$ cat config.mk
export PLATFORM = sky130hd
export DESIGN_NAME = pe_layer_sequencer
export DESIGN_NICKNAME = d
export VERILOG_FILES = /design/src/rtl/pe_layer_sequencer.sv
export SDC_FILE = /design/constraint.sdc
export NUM_CORES = 2
export LEC_CHECK = 0
export BUFFER_PORTS_ARGS = -buffer_cell sky130_fd_sc_hd__buf_2
export CAP_MARGIN = 30
export CORE_AREA = 2 2 407 409
export DETAILED_ROUTE_END_ITERATION = 6
export DIE_AREA = 0 0 409 411
export SLEW_MARGIN = 30
export SYNTH_ARGS = -nofsm -noshare
export SYNTH_HDL_FRONTEND = slang
export SYNTH_HIERARCHICAL = 1
export SYNTH_SLANG_ARGS = --single-unit
$ cat constraint.sdc
create_clock -name clk -period 3 [get_ports clk]
set_input_delay 0 -clock clk [delete_from_list [all_inputs] [get_ports clk]]
set_output_delay 0 -clock clk [all_outputs]
set_load 0.005 [all_outputs]
$ cat src/rtl/pe_layer_sequencer.sv
// Sequences one fully-connected layer onto a combinational sign-magnitude PE.
// Optional build macro SEQ_RELU_EN clamps negative PE results (sign bit set) to zero.

module pe_seq_lane #(
  parameter int W = 8
) (
  input  logic         clk,
  input  logic         rst_n,
  input  logic         clr,
  input  logic         we_x,
  input  logic         we_w,
  input  logic [W-1:0] d_x,
  input  logic [W-1:0] d_w,
  output logic [W-1:0] in_q,
  output logic [W-1:0] wt_q
);
  always_ff @(posedge clk) begin
    if (!rst_n || clr) begin
      in_q <= '0;
      wt_q <= '0;
    end else begin
      if (we_x) in_q <= d_x;
      if (we_w) wt_q <= d_w;
    end
  end
endmodule

module pe_layer_sequencer #(
  parameter int N_IN  = 62,
  parameter int N_OUT = 16,
  parameter int W     = 8
) (
  input  logic              clk,
  input  logic              rst_n,
  input  logic              start,
  input  logic              x_valid,
  output logic              x_ready,
  input  logic [W-1:0]      x_data,
  input  logic              w_valid,
  output logic              w_ready,
  input  logic [W-1:0]      w_data,
  output logic              y_valid,
  input  logic              y_ready,
  output logic [W-1:0]      y_data,
  output logic              y_last,
  output logic              busy,
  output logic              done,
  output logic [W-1:0]      pe_bias,
  output logic [N_IN*W-1:0] pe_weight,
  output logic [N_IN*W-1:0] pe_in,
  input  logic [W-1:0]      pe_out
);
  localparam int BW = $clog2(N_IN + 1);
  localparam int NW = (N_OUT > 1) ? $clog2(N_OUT) : 1;
  localparam logic [BW-1:0] LAST_X = BW'(N_IN - 1);
  localparam logic [BW-1:0] LAST_W = BW'(N_IN);
  localparam logic [NW-1:0] LAST_N = NW'(N_OUT - 1);

  typedef enum logic [2:0] {IDLE, LOAD_X, LOAD_W, EVAL, EMIT, DONE} state_t;
  state_t state, state_n;

  logic [BW-1:0] beat;
  logic [NW-1:0] neuron;
  logic [N_IN-1:0][W-1:0] lane_in, lane_wt;
  logic lane_clr;
  logic [W-1:0] y_cap;

  // Handshake outputs are pure state decodes, so no valid/ready input reaches an output.
  assign x_ready = (state == LOAD_X);
  assign w_ready = (state == LOAD_W);
  assign y_valid = (state == EMIT);
  assign busy    = (state != IDLE);
  assign done    = (state == DONE);

  assign lane_clr  = (state == IDLE) && start;
  assign pe_in     = lane_in;
  assign pe_weight = lane_wt;

`ifdef SEQ_RELU_EN
  assign y_cap = pe_out[W-1] ? '0 : pe_out;
`else
  assign y_cap = pe_out;
`endif

  // Weight beat 0 is the bias, so weight lane i is written on beat i+1.
  for (genvar i = 0; i < N_IN; i++) begin : g_lane
    pe_seq_lane #(.W(W)) u_lane (
      .clk  (clk),
      .rst_n(rst_n),
      .clr  (lane_clr),
      .we_x (x_ready && x_valid && (beat == BW'(i))),
      .we_w (w_ready && w_valid && (beat == BW'(i + 1))),
      .d_x  (x_data),
      .d_w  (w_data),
      .in_q (lane_in[i]),
      .wt_q (lane_wt[i])
    );
  end

  always_ff @(posedge clk) begin
    if (!rst_n) state <= IDLE;
    else        state <= state_n;
  end

  always_comb begin
    state_n = state;
    case (state)
      IDLE:    if (start) state_n = LOAD_X;
      LOAD_X:  if (x_valid && beat == LAST_X) state_n = LOAD_W;
      LOAD_W:  if (w_valid && beat == LAST_W) state_n = EVAL;
      EVAL:    state_n = EMIT;
      EMIT:    if (y_ready) state_n = (neuron == LAST_N) ? DONE : LOAD_W;
      DONE:    state_n = IDLE;
      default: state_n = IDLE;
    endcase
  end

  always_ff @(posedge clk) begin
    if (!rst_n) begin
      beat    <= '0;
      neuron  <= '0;
      pe_bias <= '0;
      y_data  <= '0;
      y_last  <= 1'b0;
    end else begin
      case (state)
        IDLE: if (start) begin
          beat    <= '0;
          neuron  <= '0;
          pe_bias <= '0;
        end
        LOAD_X: if (x_valid) beat <= (beat == LAST_X) ? '0 : beat + 1'b1;
        LOAD_W: if (w_valid) begin
          if (beat == '0) pe_bias <= w_data;
          beat <= (beat == LAST_W) ? '0 : beat + 1'b1;
        end
        EVAL: begin
          y_data <= y_cap;
          y_last <= (neuron == LAST_N);
        end
        EMIT: if (y_ready && neuron != LAST_N) begin
          neuron <= neuron + 1'b1;
          beat   <= '0;
        end
        default: ;
      endcase
    end
  end
endmodule

==> run summary <==
The run finished with clean final reports. Summing the sequential cell areas from Yosys gives 49.85% of the chip area. The initial standard-cell utilization of the core came out at 25.05%. The number of hold violations in the final report was 0.

STA classifies the critical path endpoint as a register. The die outline height came out at 411 microns. By area, the combinational part of the netlist is dominated by multiplexers. The width of the chip came out at 409 microns.

The number of cells on the worst hold path came out at 4. The final sum of negative setup slack is 0 ns. The worst slack on hold paths came out at 0.3362 ns.

The proportion of layout cells with a drive suffix above 1 is 43.46%. The xor-xnor portion of the synthesized cell area is 0.02134%. Timing would allow up to 357.8 MHz.

The worst max-slew margin expressed relative to the limit is 41.42%. Data arrives at the worst endpoint at 3.42 ns. The adder-cell share of the synthesized area is 0.1524%. Once layout is done, the placed cells without fillers occupy 51780 sq um. After clock tree synthesis, the clock-pin slew on the worst setup and hold paths is 0.06 ns. The classification of the worst setup path is register to register. After synthesis, the netlist uses 49 different library cells. Leaving out fill and tap cells, the most frequent cell in the layout is buf_2.

The number of buffers inserted by post-CTS setup repair came out at 0. The maximum level of the CTS H-tree came out at 3. For hold timing, the worst endpoint is g_lane[21].u_lane/in_q[3].

For this run, asynchronously set or reset flops after synthesis account for 0%. The worst setup path is launched from a register. The total power of the final layout came out at 30.60 mW. The standby leakage power came out at 20.00 nW. The number of buffers created by CTS came out at 110. The global-route wire length before repair came out at 226.5 mm.

The data required time at the worst endpoint is 3.62 ns. The number of maximum-capacitance violations is 0. The via count is 30530. The source of the worst register-to-register timing path is state[0].

The area of all sequential standard cells is 20460 sq um. In the finished design, the share of the clock period the worst path needs comes to 93.15%. The total instance count after detailed placement came out at 6774. In this run, the number of DRC markers left after iteration 0 of detailed routing was 1633. The number of iterations in the first detailed-routing pass came out at 5. The post-synthesis to final-layout area growth came out at 26.18%. The clock latency on the worst-skew pair came out at 0.74 ns.

The synthesized instance count is 3630. The number of filler instances in the final layout is 16880. Setup repair after global routing left no endpoint under its margin. The count of unresolved DRC violations after routing is 0. The number of warnings reported in the yosys synthesis log came out at 6. The average wire length per cell after detail routing came out at 23.48 microns.

In the global route stage, overall resource usage came out at 18.70%. The synthesized area per cell is 11.31 sq um. The endpoint identified for the worst register-to-register timing path is g_lane[57].u_lane/wt_q[3].

The class of the tightest hold or removal check is input pin to register. The mean number of vias per cell is 4.350. In the layout the commonest cells are 1026 x buf_2, 1022 x dfxtp_1, 1002 x mux2i_1. The total detailed-routing wirelength is 164.8 mm. The net count after synthesis came out at 3665.

The mux share of post-synthesis cell area came out at 24.44%. For the pin with the worst max-slew slack, the measured transition is 0.8754 ns. The number of cells on the worst reg-to-reg path is 9. In this run the most critical hold path is launched from x_data[3]. No sink is reached through more buffers than the 3 on the longest clock path. After the last flow step, the layout net total stands at 4772. The netlist area before placement came out at 41040 sq um. The clock period minus worst slack came out at 2.795 ns.

For this design the top-level I/O count stands at 1044. The remaining global-route overflow is 0. The final weighted congestion in routability-driven placement is 0.8084. The worst-case IR drop observed on VDD is 0.4370 mV.

The number of enable-type register cells in the synthesized netlist came out at 0. The clock skew after layout is 0.02186 ns. The TritonCTS sink count is 1022. The total cell area at the placement stage came out at 47680 sq um. Summing the areas of all compound-gate instances in the mapped netlist gives 0.8018% of the synthesized area. The worst-path maximum fanout came out at 10. The initial antenna violation count came out at 8.

The post-layout instance count excluding filler cells is 7019. The core box area came out at 163900 sq um. The largest net degree at the start of global routing is 64. The number of buffers added on ports came out at 1043. The placed wire-length estimate came out at 115.9 mm. The worst register-to-register path has a setup slack of 0.21 ns.

In the final layout, the multi-input gates occupy 17580 sq um. The number of antenna-violating nets in the routed design is 0. The core occupancy in the finished layout came out at 31.60%. The count of state elements after synthesis is 1022.

TritonCTS built the clock tree. The simple-gate share of the synthesized area is 17.38%. The root cell of the clock tree is clkbuf_16. Once routing completed, OpenROAD measured the worst setup slack at 0.2055 ns. The setup-violating endpoint count in the final report came out at 0.

The overall die area is 168100 sq um. The number of pins exceeding their max-slew limit in the final report came out at 0. The most used flip-flop cell after synthesis is dfxtp_1.

The row count came out at 149. The number of global-route vias before repair is 29490. The setup slack at placement is 0.1987 ns. Power spread over the standard cell area amounts to 591.0 nW/um^2.
-- power by group --
group,leakage [nW],internal (mW),total [mW],switching [mW]
Combinational,9.96,0.740,3.11,2.37
Clock,1.81,7.99,13.8,5.86
Sequential,8.23,13.6,13.6,0.0323
Total,20.0,22.3,30.6,8.26
-- synth_stat cells, types with 2 or more instances --
library cell	instances	area share, %
nor2_1	510	4.7
a21oi_1	14	0.17
nor2b_1	4	0.061
buf_6	65	1.8
nor3_1	2	0.024
ha_1	5	0.15
buf_12	62	3.0
o2111ai_1	3	0.064
clkbuf_1	7	0.064
mux2i_1	1002	24
a31oi_1	3	0.046
nand2b_4	62	2.1
nand2b_1	2	0.030
inv_1	8	0.073
and3_1	2	0.030
and4_1	2	0.043
nand2_1	28	0.26
dfxtp_1	1022	50
buf_2	12	0.15
or3_1	6	0.091
o21ai_0	16	0.20
nor2_2	620	9.5
buf_4	124	2.3
or3b_1	4	0.085
nand4_1	9	0.14
o211ai_1	2	0.037
o221ai_1	3	0.064
nand3_1	9	0.11
a21oi_2	2	0.043
-- kinds of logic after synthesis --
| kind of cell | Yosys count |
|---|---|
| buffers and inverters | 278 |
| AO/OA/AOI/OAI | 51 |
| multiplexers | 1002 |
| flip-flops | 1022 |
| XOR/XNOR | 1 |
| adder cells (fa/ha/maj) | 5 |
| AND/OR/NAND/NOR | 1271 |
-- layout make-up --
class / count / area share, %
multi-input cells: 2330 / 33.95
clock inverters: 30 / 0.6886
repair buffers: 1265 / 14.05
inverters: 8 / 0.05799
well taps: 2189 / 5.289
diodes: 3 / 0.01450
flip-flops and latches: 1022 / 39.51
clock buffers: 172 / 6.444
-- worst max-delay path: stages (launching register included) --
cell and delay, ns:
dfxtp_1 0.33, buf_4 0.17, or2_2 0.41, nor2_4 0.20, nand3_2 0.12, buf_4 0.25
nor2_1 0.59, buf_4 0.30, mux2i_1 0.23, nor2_2 0.04
-- sequential cells by signal, indices dropped and copies added (netlist names) --
| register | cells |
|---|---|
| y_data | 8 |
| neuron | 4 |
| state | 3 |
| pe_bias | 8 |
| y_last | 1 |
| g_lane.u_lane/wt_q | 496 |
| g_lane.u_lane/in_q | 496 |
| beat | 6 |
-- worst max path at each step --
| stage | start | endpoint | depth (start not counted) |
|---|---|---|---|
| 6_report | state[0] | g_lane[57].u_lane/wt_q[3] | 9 |
| 4_1_cts | state[0] | g_lane[57].u_lane/wt_q[1] | 9 |
| 3_5_place_dp | state[0] | g_lane[57].u_lane/wt_q[3] | 9 |
| 5_1_grt | state[0] | g_lane[57].u_lane/wt_q[1] | 9 |
| 3_3_place_gp | state[0] | g_lane[57].u_lane/wt_q[1] | 9 |
| 2_1_floorplan | state[0] | neuron[3] | 5 |
-- routing by layer --
metal / up-vias / share of wire, % / global-route usage [%]
met1: 14960 / 41 / 22.28
met5: - / 0.0049 / 0
met3: 272 / 6.5 / 4.580
met2: 1075 / 49 / 32.10
li1: 14220 / - / -
met4: 2 / 3.6 / 7.577
-- repair_timing --
item,in CTS,in global routing
hold buffers,40,0
gates resized for setup,0,0
hold endpoints to repair,616,0
Power figures use the tool's default switching activity.
